`src/rtl/mux4_rr_arbiter.sv`:
```
`default_nettype none
// ============================================================================
// Module   : mux4_rr_arbiter
// Brief    : Round-robin arbiter sharing one 4-bit data path among four
//            requesters, with valid/ready handoff and a bounded grant length.
// Revision : 1.0
// ============================================================================
module mux4_rr_arbiter #(
   parameter int MAX_HOLD = 4
) (
   input  logic       clk,
   input  logic       rst,
   input  logic [3:0] req,
   input  logic [3:0] a,
   input  logic [3:0] b,
   input  logic [3:0] c,
   input  logic [3:0] d,
   input  logic       out_ready,
   output logic [1:0] sel,
   output logic [3:0] gnt,
   output logic [3:0] y,
   output logic       y_valid,
   output logic [3:0] ack
);

   localparam logic [3:0] HOLD_LIMIT = 4'(MAX_HOLD);

   typedef enum logic [0:0] {
      IDLE  = 1'b0,
      GRANT = 1'b1
   } state_t;

   state_t     state, state_nxt;
   logic [1:0] sel_nxt;
   logic [3:0] gnt_nxt;
   logic [1:0] ptr, ptr_nxt;
   logic [3:0] hold_cnt, hold_cnt_nxt;
   logic       accept;
   logic       release_now;
   logic [1:0] next_ptr;

   // First requester at or after position p, wrapping modulo 4.
   // Scanning from the farthest offset down lets the nearest one win.
   function automatic logic [1:0] winner(input logic [3:0] r, input logic [1:0] p);
      logic [1:0] w;
      logic [1:0] idx;
      w = p;
      for (int i = 3; i >= 0; i--) begin
         idx = p + 2'(i);
         if (r[idx]) w = idx;
      end
      return w;
   endfunction

   function automatic logic [3:0] onehot(input logic [1:0] s);
      return 4'b0001 << s;
   endfunction

   always_comb begin
      unique case (sel)
         2'd0:    y = a;
         2'd1:    y = b;
         2'd2:    y = c;
         default: y = d;
      endcase
   end

   assign y_valid     = ~rst & (state == GRANT) & req[sel];
   assign accept      = y_valid & out_ready;
   assign ack         = accept ? onehot(sel) : 4'b0000;
   assign next_ptr    = sel + 2'd1;
   assign release_now = ~req[sel] | (accept & ((hold_cnt + 4'd1) == HOLD_LIMIT));

   always_comb begin
      state_nxt    = state;
      sel_nxt      = sel;
      gnt_nxt      = gnt;
      ptr_nxt      = ptr;
      hold_cnt_nxt = hold_cnt;
      unique case (state)
         IDLE: begin
            if (req != 4'b0000) begin
               sel_nxt      = winner(req, ptr);
               gnt_nxt      = onehot(winner(req, ptr));
               hold_cnt_nxt = 4'd0;
               state_nxt    = GRANT;
            end
         end
         GRANT: begin
            if (release_now) begin
               ptr_nxt = next_ptr;
               // Regrant on the release edge so contention never idles the path.
               if (req != 4'b0000) begin
                  sel_nxt      = winner(req, next_ptr);
                  gnt_nxt      = onehot(winner(req, next_ptr));
                  hold_cnt_nxt = 4'd0;
               end else begin
                  gnt_nxt      = 4'b0000;
                  hold_cnt_nxt = 4'd0;
                  state_nxt    = IDLE;
               end
            end else if (accept) begin
               hold_cnt_nxt = hold_cnt + 4'd1;
            end
         end
         default: begin
            state_nxt = IDLE;
            gnt_nxt   = 4'b0000;
         end
      endcase
   end

   always_ff @(posedge clk) begin
      if (rst) begin
         state    <= IDLE;
         sel      <= 2'd0;
         gnt      <= 4'b0000;
         ptr      <= 2'd0;
         hold_cnt <= 4'd0;
      end else begin
         state    <= state_nxt;
         sel      <= sel_nxt;
         gnt      <= gnt_nxt;
         ptr      <= ptr_nxt;
         hold_cnt <= hold_cnt_nxt;
      end
   end

endmodule
`default_nettype wire

```
`config.mk`:
```
export PLATFORM = sky130hd
export DESIGN_NAME = mux4_rr_arbiter
export DESIGN_NICKNAME = d
export VERILOG_FILES = /design/src/rtl/mux4_rr_arbiter.sv
export SDC_FILE = /design/constraint.sdc
export NUM_CORES = 1
export LEC_CHECK = 0
export CAP_MARGIN = 20
export CORE_ASPECT_RATIO = 1.25
export CORE_MARGIN = 2
export CORE_UTILIZATION = 40
export CTS_BUF_LIST = sky130_fd_sc_hd__clkbuf_2 sky130_fd_sc_hd__clkbuf_4 sky130_fd_sc_hd__clkbuf_8
export DETAILED_ROUTE_END_ITERATION = 8
export GPL_TIMING_DRIVEN = 0
export HOLD_SLACK_MARGIN = 0.12
export PLACE_DENSITY = 0.73
export SLEW_MARGIN = 0
export SYNTH_ARGS = -nofsm -noshare
export SYNTH_HDL_FRONTEND = slang
export SYNTH_SLANG_ARGS = --single-unit
```
`constraint.sdc`:
```
create_clock -name clk -period 2.1 [get_ports clk]
set_input_delay 0.42 -clock clk [delete_from_list [all_inputs] [get_ports clk]]
set_output_delay 0.42 -clock clk [all_outputs]
set_load 0.02 [all_outputs]
```
==> results by stage <==
Timing:
- The max-slew headroom at the worst pin is 50.7%.
- Across the routed clock network, the largest skew measured is 0.00505 ns.
- The number of slew-limit violations in the final report is 0.
- The final critical-path required period is between 2 and 2.5 ns.
- The total negative slack for setup checks is -0.443 ns.
- The total setup violations reported at the end of the flow is 6.
- The share of the clock period used by the worst path after layout is 105%.
- The transition time at the pin with the least slew margin is approximately 0.73 ns.
- In the post-route analysis, the smallest setup slack over all paths is -0.101 ns.
- The total count of hold-check failures in the final report is 0.
- Setup repair after global routing could not meet its margin everywhere.
- The maximum frequency from static timing analysis is 0.454 GHz.

Die:
- In this run the count of I/O pins placed on the die edge is 38.
- The die covers around 3200 µm².
- Measured along the y axis, the die boundary spans 62.6 µm.
- The number of standard-cell rows in the floorplan is 21.
- The die span in x is 50.9 µm.
- The placeable core region is 2650 µm².
- The initial utilization of the core area, before any placement, comes to 41.4%.

Yosys:
- After synthesis, the largest family of logic cells by area is simple AND/OR/NAND/NOR gates.
- The number of nets produced by synthesis is 165.
- The synthesized netlist devotes 25.1% of its cell area to compound gates.
- The netlist uses 44 different library cells.
- Counting flops and latches in the post-synthesis netlist gives 13.
- The Yosys step of the flow raised 0 warnings.
- The synthesized design contains 0 enable-type register cells.
- Of the total synthesized cell area, the portion taken by AND, OR, NAND and NOR gates is 27.3%.
- The sequential-to-total area share from yosys stat is 23.7%.
- Counting every instance in the synthesized netlist gives 136.
- The average footprint of a synthesized cell is 8.09 µm².
- The synthesized netlist occupies a cell area of ~1100 µm².
- Summing the areas of all xor and xnor instances in the mapped netlist gives 1.59% of the synthesized area.
- Counting flops with an async set or reset pin after synthesis yields a share of 0%.
- The most common flop cell mapped by yosys is dfxtp_1.
- The mux share of post-synthesis cell area is roughly 8.4%.
- Of the total synthesized cell area, the portion taken by full adders, half adders and majority gates is 6.83%.

Drt:
- For this run, the detailed router's first-pass iteration total came to 8.
- The violation count after the first detailed-route iteration is 41.
- Summing over every cut layer, the via total after detailed routing is 1206.
- After detailed routing, the number of remaining DRC violations is 0.
- The post-route antenna net violation count is 0.
- After detailed routing, the average wire length per cell comes to 14.1 µm.
- The ratio of routed vias to standard cells is roughly 5.6.
- The sum of routed wire length over all layers is ~3000 µm.

Critical path:
- Of all nets on the critical path, the largest fanout is 5.
- The arrival time of the worst setup path is 1.78 ns.
- Measured in cells, the most critical reg-to-reg path has a length of 7.
- The startpoint identified for the worst register-to-register timing path is sel[0].
- The slowest cell on the critical path is mux4_2.
- Traced cell by cell, the critical path runs through buf_6 -> mux4_2 -> and2_4 -> and3_4 -> buf_6.
- The endpoint required time on the critical path is 1.68 ns.
- The worst register-to-register path ends at gnt[0].
- On the worst path, the slowest cell contributes a delay of 0.54 ns.
- The most frequent cell on the critical path is buf_6.
- The worst setup path is of the reg2out kind.
- The kind of launch point of the worst setup path is a register.
- The endpoint class of the critical path is an output port.
- The register-to-register setup slack is -0.04 ns.

GRT:
- After global routing the overflow that remains totals 0.
- The via count of the first global-routing pass is 1132.
- Entering global routing, the biggest net connects 11 pins.
- The initial antenna violation count is 0.
- The aggregate global-route resource usage is 20.0%.
- The first global-routing pass estimated approximately 5000 µm of wire.

Pwr:
- The switching fraction of total power is between 30% and 40%.
- The internal portion of the total power is 620 µW.
- The share of total power dissipated in sequential elements is just under 30%.
- The share of power burned in the clock network is 17.0%.
- The power density of the placed cells is between 600 and 700 nW/µm².
- The analysis attributes to cell leakage a power of 0.662 nW.
- For this design the total switching power over the nets is 373 µW.
- The logic gate share of total power is between 50% and 60%.
- The maximum VDD drop is 0.363 mV.

Finish:
- The count of nets after finishing is 211.
- The count of antenna diodes in the layout is 0.
- Counting the fill cells in the layout gives 241.
- The utilization of the core after routing is 61.7%.
- The final cell area excluding filler cells is 1640 µm².
- The fraction of layout instances using a drive strength above 1 is 24.9%.
- The area overhead of the layout relative to synthesis is 48.8%.

Worst hold path:
- The worst hold path terminates at gnt[0].
- The worst hold path depth is 2.
- The class of the tightest hold or removal check is reg2reg.
- The beginning of the worst hold path is gnt[0].

Run status:
- The flow ran to the end, but the final reports show violations.
- The final reports fail on negative setup slack.

CTS:
- The TritonCTS clock tree is built.
- The total clock sinks is 13.
- The root buffer cell is clkbuf_4.
- The clock transition at the registers of the reported paths is around 0.080 ns.
- In this run the number of H-tree levels came out at 1.
- After clock tree synthesis, the flow added hold-fix buffers numbering 0.
- The buffer depth of the longest clock path is 2.
- The clock latency at the later pin of the worst-skew pair is between 0.2 and 0.3 ns.
- The number of clock buffers added by TritonCTS is 3.

Place:
- Prior to clock tree synthesis, the placed netlist has a worst setup slack of -0.671 ns.
- The total cell area at the placement stage is about 1500 µm².
- Detailed placement finished with a half-perimeter wire length of 2240 µm.
- The count of buffers from port buffering is 35.
- The congestion estimate from routability-driven global placement came to 0.757.

Job:
- The tool flagged a number of max-cap violations equal to 0.
-- flip-flops by register name, summed over array words and instances, names as in the netlist --
signal	count
gnt	4
hold_cnt	4
ptr	2
sel	2
state	1
-- worst max-delay path: cells and delay by family, from the launching register on --
kind | cells | cell delay (ns)
multiplexers | 1 | 0.54
AND/OR/NAND/NOR | 2 | 0.36
flip-flops | 1 | 0.37
buffers and inverters | 2 | 0.23
-- synth_stat cells, drive strengths merged, types with 5 or more instances --
cell	number	area, µm²
a211oi	5	37.5
mux2i	7	70.1
inv	8	30.0
dfxtp	13	260
o21ai	6	30.0
a21oi	6	45.1
and3	5	31.3
nor2	19	73.8
nand2	7	26.3
ha	6	75.1
-- kinds of logic (layout without fill, tap and decap cells) --
group / count (synthesis) / count (layout)
AOI/OAI and AO/OA: 35 / 35
xor gates and xnor gates: 2 / 2
adders and majority gates: 6 / 6
buffers and inverters: 16 / 61
DFF: 13 / 13
muxes: 8 / 8
and+or+nand+nor: 56 / 56
-- stage by stage --
stage | std cells | hold WS [ns] | total power, mW
2_1_floorplan | 136 | 0.480 | 0.606
3_3_place_gp | 205 | 0.495 | 0.778
3_5_place_dp | 205 | 0.497 | 0.788
4_1_cts | 213 | 0.507 | 0.966
5_1_grt | 215 | 0.544 | 1.06
6_report | 215 | 0.502 | 0.993
-- routing by layer --
metal / track usage, % / share of wire [%] / wire [µm] / vias to the layer above
li1: - / - / - / 594
met1: 26.4 / 43 / 1300 / 567
met2: 32.3 / 51 / 1540 / 33
met3: 2.39 / 3.8 / 115 / 12
met4: 8.11 / 2.6 / 78 / 0
met5: 0 / 0 / 0 / -
-- final cells by class --
class	instances	area (µm²)	share of cell area (%)
Clock buffer	4	30.0	1.83
Inverter	8	32.5	1.99
Timing Repair Buffer	41	383	23.4
Buffer	8	47.5	2.91
Tap cell	34	42.5	2.60
Multi-Input combinational cell	107	833	50.9
Sequential cell	13	268	16.4
-- cell usage in the layout, fill, tap and decap left out, types with 4 or more instances in the layout --
master | Yosys | final
o21ai_0 | 4 | 4
inv_1 | 8 | 7
nand2_1 | 7 | 6
buf_4 | 0 | 5
buf_2 | 2 | 6
mux2i_1 | 7 | 7
a21oi_1 | 4 | 4
clkbuf_1 | 4 | 4
nor2_1 | 18 | 17
clkbuf_4 | 0 | 4
and3_4 | 0 | 4
a211oi_1 | 5 | 5
a222oi_1 | 4 | 4
dfxtp_1 | 13 | 11
clkdlybuf4s50_1 | 0 | 24
buf_6 | 2 | 8
-- timing repair --
| item | in CTS | in global routing |
|---|---|---|
| setup buffers | 4 | 2 |
| pin swaps | 5 | 6 |
| resized for setup | 52 | 12 |
| setup endpoints to repair | 11 | 12 |
-- how the worst max path moves through the flow --
stage / start / to / slack [ns] / cells after the start
2_1_floorplan: sel[0] / gnt[0] / 0.02 / 7
3_3_place_gp: req[3] / ack[0] / -0.63 / 5
3_5_place_dp: req[3] / ack[2] / -0.67 / 5
4_1_cts: sel[0] / y_valid / -0.08 / 6
5_1_grt: sel[0] / ack[2] / -0.15 / 5
6_report: sel[0] / ack[1] / -0.10 / 5
-- power groups by stage --
stage	logic (mW)	registers, mW	clock network (mW)
after detailed placement	0.482	0.305	0
after global placement	0.473	0.305	0
final	0.530	0.294	0.169
after floorplan	0.284	0.323	0
after CTS	0.496	0.298	0.172
after global routing	0.570	0.299	0.188
Power figures use the tool's default switching activity.
